### src/rtl/pal_macrocell_array.sv
// rtl/pal_macrocell_array.sv - PAL fabric: shared-term AND array, OR array, macrocells, serial config
//
// Purpose:
//   Programmable AND array of T shared product terms over NI variables, a programmable
//   OR array onto M outputs, and one macrocell per output (combinational or registered,
//   optional inversion). Configuration is shifted serially into a shadow chain, its bit
//   count is checked, and only a correct-length load is copied into the live config,
//   so the running function never sees a partial load.
//
// Optional feature macro: PAL_FEEDBACK_EN
//   Defined:   NI = N+M. AND-array variables N..N+M-1 are the macrocell outputs.
//   Undefined: NI = N. No feedback path.
//
// Ports:
//   CLK          in   1   config shift clock and macrocell register clock
//   RES_N        in   1   asynchronous active-low reset
//   EN           in   1   config shift enable
//   CFG          in   1   serial config bit
//   INPUT_VARS   in   N   logic inputs
//   OUTPUT_VALS  out  M   macrocell outputs
//   CFG_DONE     out  1   last load committed
//   CFG_ERR      out  1   last load had the wrong bit count and was discarded
//
// Config layout (LSB first; first bit shifted ends at CFG_LEN-1):
//   [2M-1:0]              macrocell k: bit 2k = REG_k, bit 2k+1 = INV_k
//   next M*T bits         OR array: bit k*T+t connects term t to output k
//   top T*2*NI bits       AND array: term t, var i: bit 2i = true, bit 2i+1 = complement

module pal_macrocell_array #(
  parameter int N = 8,
  parameter int M = 4,
  parameter int T = 8
) (
  input  logic         CLK,
  input  logic         RES_N,
  input  logic         EN,
  input  logic         CFG,
  input  logic [N-1:0] INPUT_VARS,
  output logic [M-1:0] OUTPUT_VALS,
  output logic         CFG_DONE,
  output logic         CFG_ERR
);

`ifdef PAL_FEEDBACK_EN
  localparam int NI = N + M;
`else
  localparam int NI = N;
`endif

  localparam int CFG_LEN  = T*2*NI + M*T + 2*M;
  localparam int OR_BASE  = 2*M;
  localparam int AND_BASE = 2*M + M*T;
  localparam int CW       = $clog2(CFG_LEN + 2);

  localparam logic [CW-1:0] CNT_FULL = CW'(CFG_LEN);
  // One past full length: enough to tell "too long" apart without the counter wrapping.
  localparam logic [CW-1:0] CNT_SAT  = CW'(CFG_LEN + 1);

  typedef enum logic [1:0] {
    S_IDLE   = 2'd0,
    S_SHIFT  = 2'd1,
    S_COMMIT = 2'd2
  } state_t;

  state_t              r_state;
  logic [CFG_LEN-1:0]  r_shadow;
  logic [CFG_LEN-1:0]  r_active;
  logic [CW-1:0]       r_cnt;
  logic                r_done;
  logic                r_err;
  logic [M-1:0]        r_flop;

  logic [CFG_LEN-1:0]  w_shift;
  logic [NI-1:0]       w_vars;
  logic [T-1:0][NI-1:0] w_lit_ok;
  logic [T-1:0][NI-1:0] w_lit_con;
  logic [T-1:0]        w_term;
  logic [M-1:0]        w_v;
  logic [M-1:0]        w_out;

  assign w_shift = {r_shadow[CFG_LEN-2:0], CFG};

  // ---------------------------------------------------------------------------
  // Configuration FSM. Shadow and counter only move while loading; the live
  // config changes in exactly one place, the COMMIT cycle.
  // ---------------------------------------------------------------------------
  always_ff @(posedge CLK or negedge RES_N) begin
    if (!RES_N) begin
      r_state  <= S_IDLE;
      r_shadow <= '0;
      r_active <= '0;
      r_cnt    <= '0;
      r_done   <= 1'b0;
      r_err    <= 1'b0;
    end else begin
      case (r_state)
        S_IDLE: begin
          if (EN) begin
            // The entry edge already samples the first bit, so the count starts at 1.
            r_state  <= S_SHIFT;
            r_shadow <= w_shift;
            r_cnt    <= CW'(1);
            r_done   <= 1'b0;
            r_err    <= 1'b0;
          end
        end
        S_SHIFT: begin
          if (EN) begin
            r_shadow <= w_shift;
            if (r_cnt != CNT_SAT) begin
              r_cnt <= r_cnt + 1'b1;
            end
          end else if (r_cnt == CNT_FULL) begin
            r_state <= S_COMMIT;
          end else begin
            r_state <= S_IDLE;
            r_err   <= 1'b1;
          end
        end
        S_COMMIT: begin
          // EN is deliberately not looked at here; a new load starts from IDLE.
          r_active <= r_shadow;
          r_done   <= 1'b1;
          r_state  <= S_IDLE;
        end
        default: begin
          r_state <= S_IDLE;
        end
      endcase
    end
  end

  // ---------------------------------------------------------------------------
  // AND array variables
  // ---------------------------------------------------------------------------
`ifdef PAL_FEEDBACK_EN
  // Feedback is taken after the REG mux; a combinational macrocell fed back
  // into its own cone is a user configuration error and is not guarded.
  assign w_vars = {w_out, INPUT_VARS};
`else
  assign w_vars = INPUT_VARS;
`endif

  // ---------------------------------------------------------------------------
  // AND array: a literal that is not connected is neutral (ok=1). A term with
  // no connected literal is forced to 0, and x & ~x falls out naturally as 0.
  // ---------------------------------------------------------------------------
  for (genvar gt = 0; gt < T; gt++) begin : g_term
    for (genvar gi = 0; gi < NI; gi++) begin : g_lit
      localparam int BT = AND_BASE + gt*2*NI + 2*gi;
      assign w_lit_ok[gt][gi]  = (~r_active[BT] |  w_vars[gi]) &
                                 (~r_active[BT+1] | ~w_vars[gi]);
      assign w_lit_con[gt][gi] = r_active[BT] | r_active[BT+1];
    end
    assign w_term[gt] = (|w_lit_con[gt]) & (&w_lit_ok[gt]);
  end

  // ---------------------------------------------------------------------------
  // OR array and macrocells
  // ---------------------------------------------------------------------------
  for (genvar gk = 0; gk < M; gk++) begin : g_mc
    assign w_v[gk]   = (|(w_term & r_active[OR_BASE + gk*T +: T])) ^ r_active[2*gk+1];
    assign w_out[gk] = r_active[2*gk] ? r_flop[gk] : w_v[gk];
  end

  // Macrocell flops run every cycle regardless of the config FSM state.
  always_ff @(posedge CLK or negedge RES_N) begin
    if (!RES_N) begin
      r_flop <= '0;
    end else begin
      r_flop <= w_v;
    end
  end

  assign OUTPUT_VALS = w_out;
  assign CFG_DONE    = r_done;
  assign CFG_ERR     = r_err;

endmodule
### config.mk
export PLATFORM = sky130hd
export DESIGN_NAME = pal_macrocell_array
export DESIGN_NICKNAME = d
export VERILOG_FILES = /design/src/rtl/pal_macrocell_array.sv
export SDC_FILE = /design/constraint.sdc
export NUM_CORES = 1
export LEC_CHECK = 0
export CAP_MARGIN = 10
export CORE_UTILIZATION = 40
export CTS_CLUSTER_SIZE = 10
export DETAILED_ROUTE_END_ITERATION = 12
export GPL_ROUTABILITY_DRIVEN = 0
export PLACE_DENSITY = 0.67
export SLEW_MARGIN = 5
export SYNTH_ARGS = -nofsm -noshare
export SYNTH_HDL_FRONTEND = slang
export SYNTH_SLANG_ARGS = --single-unit
export TNS_END_PERCENT = 100
### constraint.sdc
create_clock -name CLK -period 3.1 [get_ports CLK]
set_input_delay 0.93 -clock CLK [delete_from_list [all_inputs] [get_ports CLK]]
set_output_delay 0.93 -clock CLK [all_outputs]
set_load 0.05 [all_outputs]
# Word-level counts from Yosys, hierarchy flattened

Cells that the tools add are included.
W data, S select, Z words.

Bits in registers: 352
Bits of input ports: 12

$add $sub $neg: 1
Equality and inequality tests: 9
Mux-type cells: 17
Bitwise logic cells: 408
Reductions and logical operators: 29

Operators with widths:

| cell                  | number |
|---|---|
| $or A1 B1 Y1          | 192 |
| $not A1 Y1            | 136 |
| $reduce_or A8 Y1      | 12 |
| $and A1 B1 Y1         | 72 |
| $reduce_and A8 Y1     | 8 |
| $and A8 B8 Y8         | 4 |
| $mux W8               | 3 |
| $pmux W8 S2           | 1 |
| $ne A2 B2 Y1 const B  | 5 |
| $add A8 B1 Y8 const B | 1 |
| $eq A8 B8 Y1 const B  | 1 |
| $ne A8 B8 Y1 const B  | 1 |
| $reduce_and A4 Y1     | 2 |
| $mux W1               | 7 |
| $mux W2               | 3 |
| $reduce_and A2 Y1     | 3 |
| $pmux W1 S2           | 2 |
| $pmux W2 S2           | 1 |
| $reduce_bool A2 Y1    | 2 |
| $xor A1 B1 Y1         | 4 |
| $eq A2 B1 Y1 const B  | 1 |
| $eq A2 B2 Y1 const B  | 1 |
| $logic_not A2 Y1      | 1 |
| $reduce_or A2 Y1      | 1 |

# Depth between registers and ports, before layout

Gate-level depths: netlist of the first run.

Word-level depth: 9
Mapped depth: 8
Depth with buffers taken out: 7

# Worst setup path after synthesis of the first run

OpenSTA, ideal clock, no wires.

Kind: input to output
From: input port INPUT_VARS[6]
To: output port OUTPUT_VALS[0]
Arrival time: 2407 ps
Required time: 2170 ps
Setup slack: -237 ps
Stages on the path: 8
Path buffers: 1
Cells stage by stage: buf_4 mux2i_1 nand4_1 nor3_2 a22oi_1 nand4_1 xor2_1 mux2_1

Word-level cells in the longest chain between the ends: 9
Elaborated cells between the ends (all ways): 45
Those cells by class: mux (1); bitwise (35); reduce/logical (9)

RTL lines:

| item                 | RTL line | RTL |
|---|---|---|
| from (decl)          | 38       | `input logic [N-1:0] INPUT_VARS,` |
| $not A1 Y1           | 152      | `(~r_active[BT+1] \| ~w_vars[gi]);` |
| $or A1 B1 Y1         | 152      |  |
| $and A1 B1 Y1        | 151      | `assign w_lit_ok[gt][gi] = (~r_active[BT] \| w_vars[gi]) &` |
| $reduce_and A8 Y1    | 155      | `assign w_term[gt] = (\|w_lit_con[gt]) & (&w_lit_ok[gt]);` |
| $and A1 B1 Y1        | 155      |  |
| $and A8 B8 Y8 (*)    | 162      | `assign w_v[gk] = (\|(w_term & r_active[OR_BASE + gk*T +: T])) ^ r_active[2*gk+1];` |
| $reduce_or A8 Y1 (*) | 162      |  |
| $xor A1 B1 Y1 (*)    | 162      |  |
| net w_v[0]           | 78       | `logic [M-1:0] w_v;` |
| $mux W1 (*)          | 163      | `assign w_out[gk] = r_active[2*gk] ? r_flop[gk] : w_v[gk];` |
| to (decl)            | 39       | `output logic [M-1:0] OUTPUT_VALS,` |

The timed path passes the listed nets; every way through them passes the cells marked *.

# Worst setup path in the final report of the first run

From: register r_active[81]
To: output port OUTPUT_VALS[1]

Word-level cells in the longest chain between the ends: 9
Elaborated cells between the ends (all ways): 11
Those cells by class: mux (1); bitwise (7); reduce/logical (3)

RTL lines:

| item                   | RTL line | RTL |
|---|---|---|
| from (decl)            | 67       | `logic [CFG_LEN-1:0] r_active;` |
| from (signal assigned) | 122      | `r_active <= r_shadow;` |
| $not A1 Y1             | 152      |  |
| $or A1 B1 Y1           | 152      |  |
| $and A1 B1 Y1          | 151      |  |
| $reduce_and A8 Y1      | 155      |  |
| $and A1 B1 Y1 (*)      | 155      |  |
| $and A8 B8 Y8 (*)      | 162      |  |
| $reduce_or A8 Y1 (*)   | 162      |  |
| $xor A1 B1 Y1 (*)      | 162      |  |
| net w_v[1]             | 78       |  |
| $mux W1 (*)            | 163      |  |

Marks and branches as above.

==> flow_metrics.tcl, run 1 <==
set metrics [dict create \
    initial_utilization_pct 40.7 \
    synth-seq-area-share_pct 60.7 \
    max_stage_delay_ns 0.40 \
    dieArea_mm2 0.0371 \
    hold_class "in -> async" \
    post-place-ws_ns -0.972 \
    htree_levels 2 \
    area_growth_pct 19.6 \
    nFillCells 3125 \
    setup_viol 4 \
    chipWidth_um 193 \
    hold_ws_ns 0.366 \
    fmax_mhz 276 \
    worstPathArrival_ns 2.69 \
    required_ns 2.17 \
    grt_overflow_total 0 \
    cts_root_buffer "clkbuf_16" \
    cts_sinks 352 \
    setup_ws_ns -0.524 \
    grtUsageTotal_pct 17.9 \
    crit_fanout 4 \
    rsz0062_at_grt "yes" \
    ir_drop_mv 0.298 \
    critPathLaunchType "register" \
    grt_max_degree 170 \
    hold_viol_final 0 \
    yosys_warnings 0 \
    final_nets 1402 \
    finalCriticalPeriod_ns 3.62 \
    fin_skew_ns 0.0191 \
    syn_avg_cell_area_um2 11.3 \
    status "finished with violations" \
    syn-num-nets 1304 \
    cts_max_path_buffers 3 \
    violations "setup timing" \
    vias_per_cell 5.14 \
    fin_util_pct 48.7 \
    antenna_found_initial 0 \
    grt_pass1_vias 9955 \
    io_pins 18 \
    endpoint_kind "primary output" \
    core_area_mm2 0.0357 \
    maxCapViolCount 0 \
    post-route-period-util_pct 117 \
    final_cell_area_mm2 0.0174 \
    clk_latency_ns 0.53 \
    first_iter_violations 722 \
    num_rows 69 \
    ys_ff_latch 352 \
    antenna_left 0 \
    drc_errors 0 \
    wl_mm 31.1 \
    r2r-start "r_active[81]" \
    cts_buffers 41 \
    drtPass1Iterations 5 \
    worstSetupStartpoint "r_active[81]" \
    synth.distinct_cells 34 \
    wire_per_inst_um 16.8 \
    worst_slew_pin_slew_ns 0.775 \
    cp_slowest_cell "dfrtp_1" \
    ctsHoldBuffers 0 \
    layout_commonest_cell "nand2_1" \
    critical_path_class "reg -> out" \
    slew_headroom_pct 48.3 \
    antennaDiodeCount 0 \
    post-dp-hpwl_mm 19.2 \
    rrSetupSlack_ns 1.01 \
    grt_pass1_wl_mm 53.0 \
    power_density_mw_per_mm2 538 \
    placed_area_mm2 0.0159 \
    die_h_um 193 \
    cts_tree "done" \
    layout_common_cells "nand2_1 (509), dfrtp_1 (352), mux2_2 (168), buf_4 (78), mux2i_1 (59)" \
    drive_gt1_share_pct 27.1 \
    netlist_instances 1289 \
    maxSlewViolCount 0 \
    cts.clk_slew.worst_paths_ns 0.05 \
    syn_area_mm2 0.0145 \
    p_leak_nw 9.17 \
    vias 9528 \
    portBuffers 17 \
    worstPathCellList "nor4_1 > and4_1 > nor3_2 > buf_4 > a22oi_1 > nand4_1 > xor2_1 > mux2_4 > buf_12" \
]
-- kinds of logic (layout without fill, tap and decap cells) --
| group | count (synthesis) | count (layout) | synth area share (%) |
|---|---|---|---|
| simple gates | 598 | 598 | 17.3 |
| flops | 352 | 352 | 60.7 |
| mux | 236 | 236 | 17.8 |
| buf+inv | 67 | 172 | 2.23 |
| compound gates | 25 | 25 | 1.28 |
| xor+xnor | 8 | 8 | 0.483 |
| fa+ha+maj | 3 | 3 | 0.259 |
-- worst max-delay path, delay by kind of cell, from the launching register on --
kind / cells / cell delay [ns]
and+or+nand+nor: 4 / 0.82
DFF: 1 / 0.40
buffers and inverters: 2 / 0.31
muxes: 1 / 0.29
xor gates and xnor gates: 1 / 0.20
AOI/OAI and AO/OA: 1 / 0.14
-- power breakdown --
| part | total, mW | leakage, nW | switching, mW | internal (mW) |
|---|---|---|---|---|
| Combinational | 0.376 | 3.72 | 0.259 | 0.117 |
| Sequential | 4.74 | 4.89 | 0.0647 | 4.67 |
| Clock | 4.24 | 0.554 | 1.74 | 2.50 |
| Total | 9.35 | 9.17 | 2.06 | 7.29 |
-- cell usage after synthesis --
master / count / area [um^2]
mux2_1: 4 / 45.0
clkbuf_1: 41 / 154
mux2_2: 168 / 1890
a31oi_4: 1 / 21.3
nor3_4: 1 / 16.3
buf_6: 7 / 78.8
and4_1: 9 / 78.8
mux2i_1: 64 / 641
nand4bb_1: 1 / 11.3
nand2_1: 509 / 1910
nor2b_1: 1 / 6.26
or3_1: 2 / 12.5
buf_4: 1 / 7.51
nand4_2: 1 / 12.5
o21ai_0: 4 / 20.0
a21oi_1: 2 / 10.0
o21a_1: 1 / 7.51
nor3b_1: 1 / 7.51
inv_1: 2 / 7.51
nor3_2: 7 / 70.1
nand2b_1: 1 / 6.26
a22oi_1: 16 / 120
nor4_1: 32 / 200
xor2_1: 8 / 70.1
a21boi_0: 1 / 7.51
buf_1: 2 / 7.51
buf_2: 13 / 65.1
nand3_1: 2 / 10.0
dfrtp_1: 352 / 8810
nor2_1: 8 / 30.0
and3_1: 1 / 6.26
nand4_1: 22 / 138
inv_2: 1 / 3.75
ha_1: 3 / 37.5
-- final timing paths --
check,endpoint,cells past startpoint
worst min-delay path,r_shadow[0],1
max in group asynchronous,r_active[24],2
min in group CLK,r_shadow[167],2
worst max-delay path,OUTPUT_VALS[1],9
worst max register to register,r_flop[1],9
worst min register to register,r_shadow[167],2
-- per-layer routing --
layer	vias to the layer above	track usage, %	share of wire (%)
li1	4487	-	-
met1	4825	25.1	47
met2	170	28.7	47
met3	46	3.11	4.0
met4	0	5.15	1.8
met5	-	0	0
-- sequential cells by signal (all words and copies together) (netlist names) --
name,flops
r_shadow,168
r_active,168
r_flop,4
r_cnt,8
CFG_DONE,1
r_state,2
CFG_ERR,1
-- area by class of cell --
| class | instances | area [um^2] | area share (%) |
|---|---|---|---|
| inverters | 3 | 13.8 | 0.0793 |
| flip-flops and latches | 352 | 8810 | 50.7 |
| well taps | 461 | 577 | 3.32 |
| repair buffers | 119 | 1230 | 7.09 |
| clock buffers | 49 | 1120 | 6.44 |
| clock inverters | 1 | 8.76 | 0.0504 |
| multi-input cells | 870 | 5600 | 32.3 |
-- through the flow --
stage / cells / power, mW / TNS, ns
after floorplan: 1289 / 4.97 / -0.226
after detailed placement: 1794 / 5.19 / -3.82
after CTS: 1853 / 9.46 / -2.09
after global routing: 1855 / 9.68 / -2.42
after global placement: 1794 / 5.18 / -3.61
final: 1855 / 9.35 / -2.04
-- timing repair --
item / CTS / global route
gates resized for setup: 57 / 18
pin swaps: 35 / 19
setup endpoints to repair: 4 / 4
buffers inserted: 10 / 3
Power figures use the tool's default switching activity.
==> inputs of run 2 (changes only) <==
--- a/config.mk
+++ b/config.mk
@@ -7,6 +7,7 @@
 export LEC_CHECK = 0
 export CAP_MARGIN = 10
 export CORE_UTILIZATION = 40
+export CTS_CLUSTER_DIAMETER = 150
 export CTS_CLUSTER_SIZE = 10
 export DETAILED_ROUTE_END_ITERATION = 12
 export GPL_ROUTABILITY_DRIVEN = 0
==> run 2 against run 1 <==
  * Count of clock-buffer cells in the layout decreased by 6
  * Worst setup slack lost 0.014 ns
  * Register-to-register slack barely moved
  * First-iteration DRC count fell by 13%
  * Hold slack better by 0.013 ns
  * Critical endpoint is now OUTPUT_VALS[3]
  * Clock power fell by 2%
  * The run still ends with setup timing left
==> flow_metrics.tcl, run 2 (synthesis gave the netlist of run 1 again) <==
set metrics [dict create \
    status "finished with violations" \
    violations "setup timing" \
    critical_path_class "in -> out" \
    required_ns 2.17 \
    cts_root_buffer "clkbuf_16" \
    die_h_um 193 \
    post-route-period-util_pct 117 \
    max_stage_delay_ns 0.29 \
    portBuffers 17 \
    maxCapViolCount 0 \
    setup_viol 4 \
    power_density_mw_per_mm2 534 \
    top_layer "met4" \
    antennaDiodeCount 0 \
    cpLargestDelayFamily "multiplexers" \
    grt_max_degree 170 \
    layout_commonest_cell "nand2_1" \
    placedCellCount 1794 \
    grtUsageTotal_pct 17.8 \
    cp.buffers_inverters 4 \
    worstPathArrival_ns 2.71 \
    maxSlewViolCount 0 \
    hold_ws_ns 0.379 \
    setup_ws_ns -0.539 \
    cts_buffers 41 \
    hold_viol_final 0 \
    cts_max_path_buffers 3 \
    wl_mm 31.2 \
    crit_path_frequent_cell "buf_12" \
    wire_per_inst_um 16.8 \
    area_growth_pct 19.3 \
    wl_met2_mm 14.8 \
    met1_length_mm 14.4 \
    finalCriticalPeriod_ns 3.64 \
    cp_slowest_cell "mux2_4" \
    hold_class "in -> async" \
    cts_sinks 352 \
    num_rows 69 \
    p_leak_nw 9.17 \
    ctsHoldBuffers 0 \
    slew_headroom_pct 36.5 \
    final_nets 1403 \
    worstPathCellList "buf_6 > buf_12 > mux2i_4 > nand4_1 > nor3_4 > buf_12 > a22oi_2 > nand4_1 > xor2_1 > mux2_4 > buf_12" \
    total_power_mw 9.25 \
    layout_common_cells "nand2_1 (509), dfrtp_1 (352), mux2_2 (168), buf_4 (79), mux2i_1 (62)" \
    drive_gt1_share_pct 27.0 \
    met3RoutedLength_mm 1.30 \
    core_area_mm2 0.0357 \
    grt_pass1_vias 9921 \
    fin_skew_ns 0.0134 \
    endpoint_kind "primary output" \
    htree_levels 2 \
    ir_drop_mv 0.420 \
    grt_pass1_wl_mm 52.9 \
    chipWidth_um 193 \
    fmax_mhz 275 \
    grt_overflow_total 0 \
    io_pins 18 \
    first_iter_violations 631 \
    vias 9571 \
    antenna_found_initial 0 \
    critPathLaunchType "input pin" \
    worst_slew_pin_slew_ns 0.953 \
    clk_latency_ns 0.52 \
    post-dp-hpwl_mm 19.2 \
    final_cells 1851 \
    vias_per_cell 5.17 \
    antenna_left 0 \
    dieArea_mm2 0.0371 \
    cts_tree "done" \
    drtPass1Iterations 5 \
    rsz0062_at_grt "yes" \
    initial_utilization_pct 40.7 \
    nFillCells 3122 \
    drc_errors 0 \
    crit_fanout 8 \
    cts.clk_slew.worst_paths_ns 0.05 \
    largestRegisters "r_active x168, r_shadow x168, r_cnt x8" \
]
==> run 2: report_power, final <==
part | internal, mW | switching, mW
Sequential | 4.67 | 0.0651
Combinational | 0.117 | 0.260
Clock | 2.43 | 1.71
Total | 7.22 | 2.03
==> run 2: worst paths after layout <==
check | depth (start not counted) | endpoint | slack [ns] | startpoint
setup / recovery | 11 | OUTPUT_VALS[3] | -0.54 | INPUT_VARS[7]
hold / removal | 1 | r_shadow[0] | 0.38 | RES_N
setup reg to reg | 9 | r_flop[1] | 1.01 | r_active[81]
hold reg to reg | 2 | r_shadow[167] | 0.47 | r_shadow[167]
max in group asynchronous | 2 | r_active[24] | 1.94 | RES_N
min in group CLK | 2 | r_shadow[167] | 0.47 | r_shadow[167]
==> run 2: timing repair <==
item | CTS | global route
setup buffers | 10 | 5
cloned | 0 | 0
endpoints found under the setup margin | 4 | 4
resized for setup | 50 | 23
pin swaps | 24 | 23
==> run 2: per-layer routing <==
layer / global-route usage (%) / vias up
met2: 28.6 / 175
met3: 2.80 / 60
met4: 4.94 / 0
met5: 0 / -
met1: 25.1 / 4841
li1: - / 4495
==> run 2: worst register-to-register path, stage by stage (launching register included) <==
cell and delay (ns):
dfrtp_1 0.40, nor4_1 0.34, and4_1 0.27, nor3_2 0.06, buf_4 0.16, a22oi_1 0.15, nand4_1 0.15, xor2_1 0.20
buf_4 0.14, buf_4 0.12
==> run 2: cell type report <==
type / count / area [um^2] / share of cell area (%)
Tap cell: 461 / 577 / 3.33
Inverter: 3 / 13.8 / 0.0794
Clock buffer: 43 / 1080 / 6.21
Clock inverter: 2 / 17.5 / 0.101
Multi-Input combinational cell: 870 / 5600 / 32.3
Timing Repair Buffer: 120 / 1230 / 7.11
Sequential cell: 352 / 8810 / 50.8
==> run 2: stage by stage <==
stage / setup TNS, ns / setup slack (ns) / util (%) / instance area, um^2
global placement: -3.61 / -0.905 / 44.7 / 15900
detailed placement: -3.82 / -0.972 / 44.7 / 15900
floorplan: -0.226 / -0.0566 / - / 14600
global route: -2.47 / -0.662 / 48.6 / 17300
finish: -2.09 / -0.539 / 48.6 / 17300
CTS: -2.17 / -0.550 / 48.1 / 17200
